File: config.mk
export PLATFORM = sky130hd
export DESIGN_NAME = hack_ram_flat
export DESIGN_NICKNAME = d
export VERILOG_FILES = /design/src/rtl/hack_ram_if.sv /design/src/rtl/hack_ram.sv /design/src/flat_wrapper.sv
export SDC_FILE = /design/constraint.sdc
export NUM_CORES = 1
export LEC_CHECK = 0
export CORE_ASPECT_RATIO = 1.5
export CORE_MARGIN = 4
export CORE_UTILIZATION = 52
export CTS_CLUSTER_SIZE = 30
export DETAILED_ROUTE_END_ITERATION = 6
export PLACE_DENSITY = 0.86
export RECOVER_POWER = 100
export SETUP_SLACK_MARGIN = 0.05
export SLEW_MARGIN = 5
export SYNTH_ARGS = -nofsm -noshare
export SYNTH_HDL_FRONTEND = slang
export SYNTH_SLANG_ARGS = --single-unit
File: constraint.sdc
create_clock -name clk -period 2.08 [get_ports clk]
set_input_delay 0.416 -clock clk [delete_from_list [all_inputs] [get_ports clk]]
set_output_delay 0.416 -clock clk [all_outputs]
set_load 0.03 [all_outputs]
File: src/rtl/hack_ram_if.sv
// Bus bundle for hack_ram: write/read port A, read-only port B and the busy flag.
// The master drives addresses and write data; the slave (the RAM) returns read data.
interface hack_ram_if #(
  parameter int WIDTH  = 16,
  parameter int ADDR_W = 3
);

  logic [WIDTH-1:0]  in;
  logic              load;
  logic [ADDR_W-1:0] address;
  logic [ADDR_W-1:0] address_b;
  logic [WIDTH-1:0]  out;
  logic [WIDTH-1:0]  out_b;
  logic              busy;

  modport master (
    output in, load, address, address_b,
    input  out, out_b, busy
  );

  modport slave (
    input  in, load, address, address_b,
    output out, out_b, busy
  );

endinterface

File: src/rtl/hack_ram.sv
// Hack-platform word RAM (RAM8..RAM16K) with a post-reset clear sequencer
// and a second combinational read port for debug/screen access.
module hack_ram #(
  parameter int WIDTH          = 16,
  parameter int ADDR_W         = 3,
  parameter int CLEAR_ON_RESET = 1
) (
  input  logic       clk,
  input  logic       rst_n,
  hack_ram_if.slave  bus
);

  localparam int DEPTH = 1 << ADDR_W;

  typedef enum logic {
    CLEAR,
    READY
  } state_t;

  state_t            state;
  state_t            state_next;
  logic [ADDR_W-1:0] clr_ptr;
  logic [ADDR_W-1:0] clr_ptr_next;
  logic              clearing;

  logic [WIDTH-1:0]  mem [DEPTH];

  always_ff @(posedge clk or negedge rst_n) begin
    if (!rst_n) begin
      state   <= (CLEAR_ON_RESET != 0) ? CLEAR : READY;
      clr_ptr <= '0;
    end else begin
      state   <= state_next;
      clr_ptr <= clr_ptr_next;
    end
  end

  // The clear pointer only advances in CLEAR; its wrap coincides with leaving CLEAR.
  always_comb begin
    state_next   = state;
    clr_ptr_next = clr_ptr;
    clearing     = 1'b0;
    case (state)
      CLEAR: begin
        clearing     = 1'b1;
        clr_ptr_next = clr_ptr + 1'b1;
        if (clr_ptr == {ADDR_W{1'b1}}) begin
          state_next = READY;
        end
      end
      READY: begin
        state_next = READY;
      end
      default: begin
        state_next = READY;
      end
    endcase
  end

  // The array has no reset; the sequencer zeroes it one word per cycle instead.
  always_ff @(posedge clk) begin
    if (clearing) begin
      mem[clr_ptr] <= '0;
    end else if (bus.load) begin
      mem[bus.address] <= bus.in;
    end
  end

  assign bus.busy  = clearing;
  assign bus.out   = clearing ? '0 : mem[bus.address];
  assign bus.out_b = clearing ? '0 : mem[bus.address_b];

endmodule

File: src/flat_wrapper.sv
// flat-port wrapper written by rule: the top's interface ports become plain ports
module hack_ram_flat 
#(
  parameter int WIDTH          = 16,
  parameter int ADDR_W         = 3,
  parameter int CLEAR_ON_RESET = 1
)
  (clk, rst_n, bus_in, bus_load, bus_address, bus_address_b, bus_out, bus_out_b, bus_busy);
  hack_ram_if #(.WIDTH(WIDTH), .ADDR_W(ADDR_W)) bus_i ();
  input  logic clk;
  input  logic rst_n;
  input wire logic [$bits(bus_i.in)-1:0] bus_in;
  input wire logic [$bits(bus_i.load)-1:0] bus_load;
  input wire logic [$bits(bus_i.address)-1:0] bus_address;
  input wire logic [$bits(bus_i.address_b)-1:0] bus_address_b;
  output wire logic [$bits(bus_i.out)-1:0] bus_out;
  output wire logic [$bits(bus_i.out_b)-1:0] bus_out_b;
  output wire logic [$bits(bus_i.busy)-1:0] bus_busy;
  assign bus_i.in = bus_in;
  assign bus_i.load = bus_load;
  assign bus_i.address = bus_address;
  assign bus_i.address_b = bus_address_b;
  assign bus_out = bus_i.out;
  assign bus_out_b = bus_i.out_b;
  assign bus_busy = bus_i.busy;
  hack_ram #(.WIDTH(WIDTH), .ADDR_W(ADDR_W), .CLEAR_ON_RESET(CLEAR_ON_RESET)) u_core (.clk(clk), .rst_n(rst_n), .bus(bus_i));
endmodule
==> results.ini <==
[status]
status=finished with violations
violations=setup timing

[setup_path]
end_kind=output pin
cp_data_arrival_time_ns=1.83
crit_type=reg2out
critical_path.max_fanout=2
startpoint_type=register
worst_ep_required_time_ns=1.66

[placement]
port_buffers=57
gp_congestion=0.831
hpwl_um=9400
placed_cell_area_um2=7200
dp_slack_ns=-0.327

[grt]
antenna_found_initial=0
grt_pass1_vias=4145
grt_first_pass_wirelength_um=24000
overflow=0
grt_usage_pct=23.8
grt_max_degree=23

[detailed_routing]
ant_nets=0
wl_per_cell_um=27.0
vias=3776
vias_per_cell=6.44
drtIter0Drc=382
wl_um=15800
firstDrtPassIters=7
drc_errors=0

[layout]
stdcell_area_um2=7900
fin_nets=447
n_antenna_cell=0
area_delta_synth_final_pct=25.1
final_cell_mix=128 x edfxtp_1, 64 x mux4_2, 40 x buf_4, 38 x nor2_1, 28 x mux2i_1
fill_cells=748
drive_gt1_share_pct=40.2
final_common_cell=edfxtp_1

[floorplanning]
die-area_um2=14000
ioPinCount=58
die_x_um=98.0
initial_core_util_pct=52.8
rows=49
core_area_um2=12000
fp.dieH_um=143

[min_path]
min_path_type=in2async

[clocking]
cts_buffers=17
htree_levels=4
cts-hold-fix-buffers=0
cts_tree=yes
cts_buffer_depth=2
path_clk_slew_ns=0.05
root_buffer=clkbuf_16
cts_sinks=132
clock_latency_ns=0.42

[timing]
setup_slack_ns=-0.165
max_freq_ghz=0.445
fin_crit_sh_pct=108
worst_pin_slew_ns=0.445
fin_setup_tns_ns=-2.83
fin_crit_ns=2.24
grt_setup_unrepaired=true
fin_skew_ns=0.00563
maxSlewViolCount=0
relSlewSlack_pct=69.5
hold_ws_ns=0.302
final_hold_viol_count=0
setup_violations=59

[power_and_ir_drop]
ir_drop_v=0.000723
powerDensity_nw_per_um2=845
p_leak_nw=3.04
finalPower_w=0.00668

[flow_run]
maxCapViolations=0

[logic_synthesis]
synth.distinct_cells=25
syn_nets=358
syn_area_um2=6310
synth_area_per_cell_um2=19.1
ys_ff_latch=132
yosysSeqAreaShare_pct=62.5
netlist_instances=331
ys_warn_count=0

## metrics by stage
stage,util (%),std cells
floorplan,-,331
global placement,60.2,549
detailed placement,60.2,549
CTS,66.6,586
global route,66.1,586
finish,66.1,586
## layout make-up
| cell class | count | area, um^2 | share of cell area (%) |
|---|---|---|---|
| Tap cell | 153 | 191 | 2.42 |
| Inverter | 1 | 3.75 | 0.0475 |
| Sequential cell | 132 | 3940 | 49.9 |
| Clock buffer | 20 | 437 | 5.53 |
| Timing Repair Buffer | 97 | 971 | 12.3 |
| Clock inverter | 12 | 161 | 2.04 |
| Multi-Input combinational cell | 171 | 2190 | 27.7 |
## registers in the layout, summed over array words and instances (netlist names)
name            count
u_core.state        1
u_core.clr_ptr      3
u_core.mem        128
## critical path, stage by stage, from the launching register on
cell and delay, ns:
edfxtp_1 0.42, mux4_2 0.52, mux2i_2 0.21, nor2_1 0.08, buf_4 0.17
## cell families after synthesis
family | after synthesis | share of synthesized area, %
compound gates | 4 | 0.416
simple gates | 64 | 4.72
mux | 100 | 28.7
buf+inv | 28 | 3.15
flops | 132 | 62.5
fa+ha+maj | 2 | 0.396
xor+xnor | 1 | 0.139
## where the power goes
part	switching (W)	total, W	internal (W)
logic	0.000371	0.000696	0.000325
registers	0.00000749	0.00295	0.00295
clock network	0.00104	0.00302	0.00198
total	0.00142	0.00668	0.00525
## timing repair
item,in CTS,in global routing
pin swaps,6,7
buffers inserted,0,0
gates resized for setup,26,4
endpoints found under the setup margin,33,32
cloned,5,0
## metal layers
layer	GRT usage, %	wire length (um)	share of wire, %
met5	0	0	0
met4	14.0	751	4.7
met3	5.43	1110	7.0
met2	42.5	8700	55
met1	25.9	5280	33
## path summary, 6_finish.rpt
| kind | from | endpoint | slack (ns) | depth (start not counted) |
|---|---|---|---|---|
| max | u_core.mem[6][10]$_DFFE_PP_ | bus_out[10] | -0.16 | 4 |
| min | rst_n | u_core.clr_ptr[0]$_DFFE_PN0N_ | 0.30 | 1 |
| max reg2reg | u_core.state$_DFF_PN0_ | u_core.mem[5][8]$_DFFE_PP_ | 0.04 | 5 |
| min reg2reg | u_core.clr_ptr[1]$_DFFE_PN0N_ | u_core.clr_ptr[1]$_DFFE_PN0N_ | 0.60 | 1 |
| max in group asynchronous | rst_n | u_core.clr_ptr[2]$_DFFE_PN0N_ | 1.57 | 1 |
| min in group clk | u_core.clr_ptr[1]$_DFFE_PN0N_ | u_core.clr_ptr[1]$_DFFE_PN0N_ | 0.60 | 1 |
## cell usage after synthesis
library cell	n	area share (%)
mux4_1	2	0.83
ha_1	2	0.40
a32oi_1	1	0.14
clkinv_1	1	0.059
and4_1	1	0.14
a31oi_1	2	0.20
xnor2_1	1	0.14
nor3b_1	1	0.12
mux4_2	62	22
nor2_1	41	2.4
dfrtp_1	4	1.6
nor2b_1	2	0.20
and3_1	16	1.6
mux2_2	3	0.54
edfxtp_1	128	61
buf_12	2	0.63
clkbuf_1	8	0.48
buf_4	1	0.12
a21oi_1	1	0.079
mux2i_1	33	5.2
nand2_1	1	0.059
buf_2	10	0.79
nor3_1	1	0.079
buf_6	6	1.1
or2_2	1	0.099
No activity file was read; power rests on OpenSTA's default activity.
